**src/rtl/lif_pkg.sv**
```systemverilog
// rtl/lif_pkg.sv - shared types and constants for the lif neuron datapath
//
// Holds the window FSM state encoding, the width and range of the unsigned
// current that feeds lif, and the default weight/accumulator widths used by
// the stages that drive it.

package lif_pkg;

  typedef enum logic [1:0] {
    IDLE    = 2'd0,
    ACCUM   = 2'd1,
    PUBLISH = 2'd2
  } state_t;

  localparam int CUR_WIDTH         = 8;
  localparam int CUR_MAX           = 255;

  localparam int DEFAULT_W_WIDTH   = 8;
  localparam int DEFAULT_ACC_WIDTH = 12;

endpackage

```
**src/rtl/acc_clamp.sv**
```systemverilog
// rtl/acc_clamp.sv - signed accumulator to unsigned lif current clamp
//
// Purely combinational.
//   acc     in  ACC_WIDTH  signed accumulator value
//   current out CUR_WIDTH  acc clamped to 0..CUR_MAX

module acc_clamp
  import lif_pkg::*;
#(
  parameter int ACC_WIDTH = DEFAULT_ACC_WIDTH
) (
  input  logic signed [ACC_WIDTH-1:0] acc,
  output logic        [CUR_WIDTH-1:0] current
);

  localparam logic signed [ACC_WIDTH-1:0] CUR_MAX_ACC = ACC_WIDTH'(CUR_MAX);

  always_comb begin
    current = '0;
    if (acc[ACC_WIDTH-1]) begin
      current = '0;
    end else if (acc > CUR_MAX_ACC) begin
      current = CUR_WIDTH'(CUR_MAX);
    end else begin
      current = acc[CUR_WIDTH-1:0];
    end
  end

endmodule

```
**src/rtl/synapse_accumulator.sv**
```systemverilog
// rtl/synapse_accumulator.sv - windowed weighted spike accumulator feeding lif
//
// Sums the programmed weight of every accepted spike event over a window of
// TICK_CYCLES clocks, then publishes the clamped sum as the lif current.
//   clk, rst_n     clock, asynchronous active-low reset
//   ev_valid/ready spike event handshake, ev_syn = synapse index
//   wr_en/addr/data weight register file write port
//   current        published current, held for a whole window
//   current_valid  one-cycle pulse when current updates
//   tick           one-cycle window boundary pulse, aligned with current_valid

module synapse_accumulator
  import lif_pkg::*;
#(
  parameter int NUM_SYN     = 8,
  parameter int W_WIDTH     = DEFAULT_W_WIDTH,
  parameter int ACC_WIDTH   = DEFAULT_ACC_WIDTH,
  parameter int TICK_CYCLES = 16,
  localparam int IDX_W      = (NUM_SYN > 1) ? $clog2(NUM_SYN) : 1
) (
  input  logic                 clk,
  input  logic                 rst_n,
  input  logic                 ev_valid,
  output logic                 ev_ready,
  input  logic [IDX_W-1:0]     ev_syn,
  input  logic                 wr_en,
  input  logic [IDX_W-1:0]     wr_addr,
  input  logic [W_WIDTH-1:0]   wr_data,
  output logic [CUR_WIDTH-1:0] current,
  output logic                 current_valid,
  output logic                 tick
);

  localparam int CNT_W = (TICK_CYCLES > 2) ? $clog2(TICK_CYCLES) : 1;
  localparam logic [CNT_W-1:0] LAST_CNT = CNT_W'(TICK_CYCLES - 2);
  localparam logic [IDX_W:0] NUM_SYN_EXT = (IDX_W + 1)'(NUM_SYN);

  localparam logic signed [ACC_WIDTH-1:0] ACC_MAX = {1'b0, {(ACC_WIDTH-1){1'b1}}};
  localparam logic signed [ACC_WIDTH-1:0] ACC_MIN = {1'b1, {(ACC_WIDTH-1){1'b0}}};

  state_t                      state_q, state_d;
  logic [CNT_W-1:0]            cnt_q, cnt_d;
  logic signed [W_WIDTH-1:0]   weight [NUM_SYN];
  logic signed [ACC_WIDTH-1:0] acc;
  logic signed [ACC_WIDTH-1:0] acc_sat;
  logic signed [ACC_WIDTH:0]   sum_ext;
  logic signed [W_WIDTH-1:0]   w_sel;
  logic [CUR_WIDTH-1:0]        clamp_cur;
  logic                        ev_accept;
  logic                        ev_in_range;
  logic                        wr_in_range;

  // ---------------- window FSM ----------------
  always_ff @(posedge clk or negedge rst_n) begin
    if (!rst_n) begin
      state_q <= IDLE;
      cnt_q   <= '0;
    end else begin
      state_q <= state_d;
      cnt_q   <= cnt_d;
    end
  end

  always_comb begin
    state_d = state_q;
    cnt_d   = cnt_q;
    case (state_q)
      IDLE: begin
        state_d = ACCUM;
        cnt_d   = '0;
      end
      ACCUM: begin
        if (cnt_q == LAST_CNT) begin
          state_d = PUBLISH;
          cnt_d   = '0;
        end else begin
          cnt_d = cnt_q + CNT_W'(1);
        end
      end
      PUBLISH: begin
        state_d = ACCUM;
        cnt_d   = '0;
      end
      default: begin
        state_d = IDLE;
        cnt_d   = '0;
      end
    endcase
  end

  // Ready depends only on registered state, never on ev_valid.
  assign ev_ready    = (state_q == ACCUM);
  assign ev_accept   = ev_valid && ev_ready;
  assign ev_in_range = ({1'b0, ev_syn} < NUM_SYN_EXT);
  assign wr_in_range = ({1'b0, wr_addr} < NUM_SYN_EXT);

  // ---------------- weight register file ----------------
  // The event path reads the registered weight, so a same-cycle write to the
  // same synapse only takes effect from the next cycle.
  always_ff @(posedge clk or negedge rst_n) begin
    if (!rst_n) begin
      for (int i = 0; i < NUM_SYN; i++) begin
        weight[i] <= '0;
      end
    end else if (wr_en && wr_in_range) begin
      weight[wr_addr] <= wr_data;
    end
  end

  assign w_sel = ev_in_range ? weight[ev_syn] : '0;

  // ---------------- saturating accumulate ----------------
  // One guard bit: overflow shows up as the top two bits disagreeing.
  assign sum_ext = {acc[ACC_WIDTH-1], acc}
                 + {{(ACC_WIDTH + 1 - W_WIDTH){w_sel[W_WIDTH-1]}}, w_sel};

  always_comb begin
    acc_sat = sum_ext[ACC_WIDTH-1:0];
    if (sum_ext[ACC_WIDTH] != sum_ext[ACC_WIDTH-1]) begin
      acc_sat = sum_ext[ACC_WIDTH] ? ACC_MIN : ACC_MAX;
    end
  end

  acc_clamp #(
    .ACC_WIDTH (ACC_WIDTH)
  ) u_clamp (
    .acc     (acc),
    .current (clamp_cur)
  );

  // ---------------- accumulator and publish ----------------
  always_ff @(posedge clk or negedge rst_n) begin
    if (!rst_n) begin
      acc           <= '0;
      current       <= '0;
      current_valid <= 1'b0;
      tick          <= 1'b0;
    end else begin
      current_valid <= 1'b0;
      tick          <= 1'b0;
      if (state_q == PUBLISH) begin
        current       <= clamp_cur;
        acc           <= '0;
        current_valid <= 1'b1;
        tick          <= 1'b1;
      end else if (ev_accept && ev_in_range) begin
        acc <= acc_sat;
      end
    end
  end

endmodule
```
**config.mk**
```make
export PLATFORM = sky130hd
export DESIGN_NAME = synapse_accumulator
export DESIGN_NICKNAME = d
export VERILOG_FILES = /design/src/rtl/lif_pkg.sv /design/src/rtl/acc_clamp.sv /design/src/rtl/synapse_accumulator.sv
export SDC_FILE = /design/constraint.sdc
export NUM_CORES = 1
export LEC_CHECK = 0
export BUFFER_PORTS_ARGS = -buffer_cell sky130_fd_sc_hd__buf_2
export CAP_MARGIN = 25
export CORE_MARGIN = 3
export CORE_UTILIZATION = 39
export CTS_BUF_LIST = sky130_fd_sc_hd__clkbuf_4 sky130_fd_sc_hd__clkbuf_8
export DETAILED_ROUTE_END_ITERATION = 16
export PLACE_DENSITY_LB_ADDON = 0.08
export SETUP_SLACK_MARGIN = 0.3
export SLEW_MARGIN = 0
export SYNTH_ARGS = -nofsm -noshare
export SYNTH_HDL_FRONTEND = slang
export SYNTH_SLANG_ARGS = --single-unit
```
**constraint.sdc**
```tcl
create_clock -name clk -period 4.31 [get_ports clk]
set_clock_uncertainty 0.2 [all_clocks]
set_input_delay 0.2155 -clock clk [delete_from_list [all_inputs] [get_ports clk]]
set_output_delay 0.2155 -clock clk [all_outputs]
set_load 0.02 [all_outputs]
```
After elaboration in Yosys (flattened, before gate mapping)
Cells that the tools add are included.
- order comparisons: 4
- $add $sub $neg: 2
- bitwise logic cells: 2
- mux-type cells: 17
- equality and inequality tests: 5
- reduce and logical (&&, ||, !) cells: 5
- operators with widths (operator ; number):
    64-bit bitwise mux ; 1
    12-bit 2-to-1 mux ; 4
    8-bit 2-to-1 mux ; 5
    8-bit binary-select mux with 3-bit select ; 1
    8-bit demux with 3-bit select ; 1
    12-bit by 8-bit adder with 13-bit output ; 1
    12-bit by 9-bit > comparator with 1-bit output, second input constant ; 1
    4-bit greater-or-equal comparator, second input constant ; 2
    4-bit 2-to-1 mux ; 2
    3-bit inverter with 4-bit output ; 2
    4-bit by 1-bit adder with 4-bit output, second input constant ; 1
    4-bit equality test, second input constant ; 1
    4-bit by 1-bit less-than comparator with 1-bit output, second input constant ; 1
    2-bit one-hot mux with 2 select lines ; 1
    2-bit by 1-bit equality test with 1-bit output, second input constant ; 1
    2-bit equality test, second input constant ; 1
    1-bit logical AND ; 2
    2-bit logical NOT ; 1
    2-bit 2-to-1 mux ; 1
    2-bit by 1-bit != test with 1-bit output, second input constant ; 1
    2-bit nonzero test ; 1
    2-bit OR reduction ; 1
    1-bit 2-to-1 mux ; 1
    1-bit != test ; 1
- output and inout port bits: 11
- input port bits: 18
- flip-flop bits (word level): 91

Logic depth before layout (Yosys ltp)
- depth after elaboration: 9
- gate-level depth with buffers: 13
- gate-level depth less buffers: 10

Modules after synthesis
From an unflattened synthesis, not the netlist that was laid out.
- cell total of the unflattened synthesis: 363
- area total of the unflattened synthesis: 4735.8 µm²
- by module, submodules not included (module ; area each (µm²) ; times used ; cells each ; sequential area each (µm²)):
    synapse_accumulator ; 4643.2 ; 1 ; 344 ; 2277.2
    acc_clamp ; 92.6 ; 1 ; 19 ; 0.0

Least setup slack after synthesis
No wires, ideal clock.
- kind: input to register
- start point: input port ev_syn[0]
- end point: register acc[9]
- path buffers: 3
- slack: 0.357 ns
- setup time: 0.139 ns
- required time: 3.971 ns
- arrival time: 3.614 ns
- stages: 13
- cells stage by stage: clkbuf_1 -> buf_2 -> mux4_2 -> mux2_2 -> ha_1 -> fa_1 -> a211oi_1 -> o21ai_0 -> o221a_2 -> o21a_1 -> buf_2 -> a21oi_1 -> a22oi_1
- word-level cells in the longest chain between the ends: 9
- elaborated cells between the ends (all ways): 10
- those cells by class: add/sub: 1; eq/ne: 1; mux: 7; bitwise: 1
- ends and longest elaborated chain (element ; line ; text):
    start: declaration ; synapse_accumulator.sv:25 ; input logic [IDX_W-1:0] ev_syn,
    3-bit inverter with 4-bit output (not written as such) * ; synapse_accumulator.sv:110 ; assign w_sel = ev_in_range ? weight[ev_syn] : '0;
    8-bit binary-select mux with 3-bit select * ; synapse_accumulator.sv:110 ;
    8-bit 2-to-1 mux (not written as such) * (2 in a row) ; synapse_accumulator.sv:110 ;
    12-bit by 8-bit adder with 13-bit output * ; synapse_accumulator.sv:115 ; + {{(ACC_WIDTH + 1 - W_WIDTH){w_sel[W_WIDTH-1]}}, w_sel};
    12-bit 2-to-1 mux or 1-bit != test (tied branches) ; synapse_accumulator.sv:120, synapse_accumulator.sv:119 ;
    12-bit 2-to-1 mux * ; synapse_accumulator.sv:119 ; if (sum_ext[ACC_WIDTH] != sum_ext[ACC_WIDTH-1]) begin
    12-bit 2-to-1 mux * ; synapse_accumulator.sv:146 ; end else if (ev_accept && ev_in_range) begin
    12-bit 2-to-1 mux * ; synapse_accumulator.sv:141 ; if (state_q == PUBLISH) begin
    end signal: assignment ; synapse_accumulator.sv:147 ; acc <= acc_sat;
    end: declaration ; synapse_accumulator.sv:44 ; logic signed [ACC_WIDTH-1:0] acc;
Every way passes the cells marked *; elsewhere a longest branch is shown, timed or not. The select of a mux whose other input is x is not followed.
A chain may end at the register's enable or synchronous reset.

Worst setup path after layout
- start point: register weight[40] in the netlist's numbering
- end point: register acc[9]
- word-level cells in the longest chain between the ends: 8
- elaborated cells between the ends (all ways): 9
- those cells by class: add/sub: 1; eq/ne: 1; mux: 7
- ends and longest elaborated chain (element ; line ; text):
    start: declaration ; synapse_accumulator.sv:43 ; logic signed [W_WIDTH-1:0] weight [NUM_SYN];
    start signal: indexed assignment ; synapse_accumulator.sv:106 ; weight[wr_addr] <= wr_data;
    8-bit binary-select mux with 3-bit select * ; synapse_accumulator.sv:110 ;
    8-bit 2-to-1 mux (not written as such) * (2 in a row) ; synapse_accumulator.sv:110 ;
    12-bit by 8-bit adder with 13-bit output * ; synapse_accumulator.sv:115 ;
    12-bit 2-to-1 mux or 1-bit != test (tied branches) ; synapse_accumulator.sv:120, synapse_accumulator.sv:119 ;
    12-bit 2-to-1 mux * ; synapse_accumulator.sv:119 ;
    12-bit 2-to-1 mux * ; synapse_accumulator.sv:146 ;
    12-bit 2-to-1 mux * ; synapse_accumulator.sv:141 ;
Marked as above.

==> impl_metrics.env <==
export IMPL_via_per_inst=5.505
export IMPL_timing_fmax_mhz=261.0
export IMPL_power_density_nw_per_um2=442.4
export IMPL_gp_congestion=0.8401
export IMPL_cts_tree="built"
export IMPL_finalSetupTns_ns=0
export IMPL_cts_resized_gates=0
export IMPL_antenna_found_initial=0
export IMPL_synth_cell_type_count=48
export IMPL_cts_max_level=3
export IMPL_crit_type="register to register"
export IMPL_cpMaxStageDelayCell="mux4_2"
export IMPL_totalWireLength_mm=9.681
export IMPL_port_buffers=28
export IMPL_drcViolationCount=0
export IMPL_syn_area_um2=4667
export IMPL_slew_headroom=0.3880
export IMPL_netlist_top_cell_by_area="dfrtp_1"
export IMPL_yosysWarnings=0
export IMPL_clkSinkCount=91
export IMPL_ys_flop_type="dfrtp_1"
export IMPL_detail_route_wl_per_cell_um=17.67
export IMPL_die_h_um=115.4
export IMPL_crit_path_start_kind="register"
export IMPL_multi_input_area_um2=2280
export IMPL_peakVddDrop_mv=0.2202
export IMPL_cts_root_buf="clkbuf_8"
export IMPL_drive_above_1_share=0.3580
export IMPL_clock_latency_ns=0.36
export IMPL_yosys_area_top_type_share=0.4879
export IMPL_dp_hpwl_mm=6.553
export IMPL_io_pins=29
export IMPL_synth_area_leaders="dfrtp_1 49%, mux2_2 17%, mux4_2 7.7%"
export IMPL_finalNetCount=433
export IMPL_gr_total_overflow=0
export IMPL_ys_ff_latch=91
export IMPL_synth_avg_cell_area_um2=12.65
export IMPL_synthTopCellsByCount="91 x dfrtp_1, 72 x mux2_2, 26 x nor2_1"
export IMPL_synth_edf_count=0
export IMPL_rows=39
export IMPL_chipWidth_um=115.4
export IMPL_crit_required_ns=4.31
export IMPL_path_cells="mux4_2, mux2_2, ha_1, fa_1, a211oi_1, o21ai_0, o221a_2, o21a_1, a21oi_1, a22oi_1"
export IMPL_firstDrtPassIters=4
export IMPL_fin_crit_ns=3.832
export IMPL_grt_use_total=0.1572
export IMPL_clk_pin_slew_ns=0.09
export IMPL_synthArstFlopShare=1.000
export IMPL_drtIter0Drc=153
export IMPL_diodes=0
export IMPL_worstPathArrival_ns=3.83
export IMPL_grt_pass1_vias=3077
export IMPL_setup_viol=0
export IMPL_start_util=0.4035
export IMPL_areaGrowthSynthToFinish_pct=11.85
export IMPL_worstMarginPinSlew_ns=0.9141
export IMPL_grt_pass1_wl_mm=15.93
export IMPL_antenna_left=0
export IMPL_die_area_um2=13310
export IMPL_vias=3017
export IMPL_total_power_uw=2310
export IMPL_path_max_fanout=22
export IMPL_nFillCells=1089
export IMPL_yosysMostFrequentCell="dfrtp_1"
export IMPL_cts_buffer_depth=2
export IMPL_rsz0062_at_grt="no"
export IMPL_ys_seq_area_frac=0.4879
export IMPL_grt_max_degree=66
export IMPL_leakagePower_uw=0.002291
export IMPL_status="finished clean"
export IMPL_slew_viol_final=0
export IMPL_cp_slowest_stage_delay_ns=0.45
export IMPL_worstHoldPathType="input port to register"
export IMPL_cts_made_buffers=9
export IMPL_end_kind="register"
export IMPL_netlist_instances=369
export IMPL_core_area_um2=11560
export IMPL_synthesis_nets=402
export IMPL_register_area_um2=2277
export IMPL_maxCapViolCount=0
export IMPL_hold_viol=0
export IMPL_min_period_over_period=0.8890
-- layout make-up --
| type | instances | share of cell area |
|---|---|---|
| tap | 143 | 0.03428 |
| multi-input combinational | 253 | 0.4367 |
| timing repair buffer | 41 | 0.05417 |
| sequential | 91 | 0.4362 |
| clock inverter | 4 | 0.006472 |
| inverter | 4 | 0.002876 |
| clock buffer | 12 | 0.02924 |
-- state kept, by name, indices dropped and copies added, names as in the netlist --
register	count
cnt_q	4
acc	12
state_q	2
current	8
tick	1
weight	64
-- repair_timing --
action	in CTS	in global routing
endpoints found under the hold margin	128	0
buffers inserted	0	0
setup endpoints to repair	0	0
hold buffers	9	0
-- layout by cell type, fill, tap and decap left out, types with 3 or more instances in the layout --
cell,count
o21ai_0,5
o211ai_1,4
nor2_1,26
dfrtp_1,91
or3_1,4
xnor2_1,5
inv_1,4
buf_2,27
nand4b_1,3
a21o_1,5
xor2_1,3
ha_1,14
nand2_1,16
a21oi_1,18
nand2b_1,3
mux4_2,16
clkbuf_8,10
nand3_1,13
dlygate4sd3_1,9
o31ai_1,15
mux2_2,72
buf_4,3
-- final timing paths --
path,startpoint,end,slack [ns],depth (start not counted)
max in group asynchronous,rst_n,weight[20],2.75,3
max reg2reg,weight[40],acc[9],0.48,10
min reg2reg,state_q[1],state_q[1],0.26,1
min,wr_addr[0],weight[54],0.25,4
max,weight[40],acc[9],0.48,10
min in group asynchronous,rst_n,cnt_q[2],0.28,2
-- per-stage QoR --
| stage | setup WS [ns] | utilization | hold slack (ns) | instance area (µm²) | cells |
|---|---|---|---|---|---|
| after floorplan | 0.3569 | - | -0.2801 | 4667 | 369 |
| after global placement | 0.4797 | 0.4262 | 0.1755 | 4928 | 522 |
| after detailed placement | 0.4268 | 0.4262 | 0.1710 | 4928 | 522 |
| after CTS | 0.5341 | 0.4501 | 0.2374 | 5205 | 547 |
| after global routing | 0.3509 | 0.4514 | 0.2691 | 5220 | 548 |
| final | 0.4784 | 0.4514 | 0.2486 | 5220 | 548 |
-- layer usage --
layer	GRT usage	share of wire	vias to the layer above
met2	0.2500	0.47	46
met4	0.05086	0.016	0
met5	0	0	-
li1	-	-	1443
met3	0.03632	0.030	11
met1	0.2139	0.48	1517
-- report_power, final --
part           total, µW  leakage, µW  internal, µW  switching, µW
Combinational        658      0.00109           325            334
Clock                550    0.0000940           243            307
Sequential          1100      0.00111          1020           76.4
-- critical path: cells and delay by family (launching register included) --
family          cells  cell delay [ns]
compound gates      6             1.65
mux                 2             0.76
fa+ha+maj           2             0.67
flops               1             0.40
-- cell families (layout without fill, tap and decap cells) --
kind of cell | Yosys count | in the layout | share of synthesized area
compound gates | 62 | 62 | 0.09089
xor+xnor | 8 | 8 | 0.01501
fa+ha+maj | 15 | 15 | 0.04182
buf+inv | 25 | 61 | 0.02359
flops | 91 | 91 | 0.4879
mux | 89 | 89 | 0.2531
simple gates | 79 | 79 | 0.08767
(Power assumes the default switching activity.)
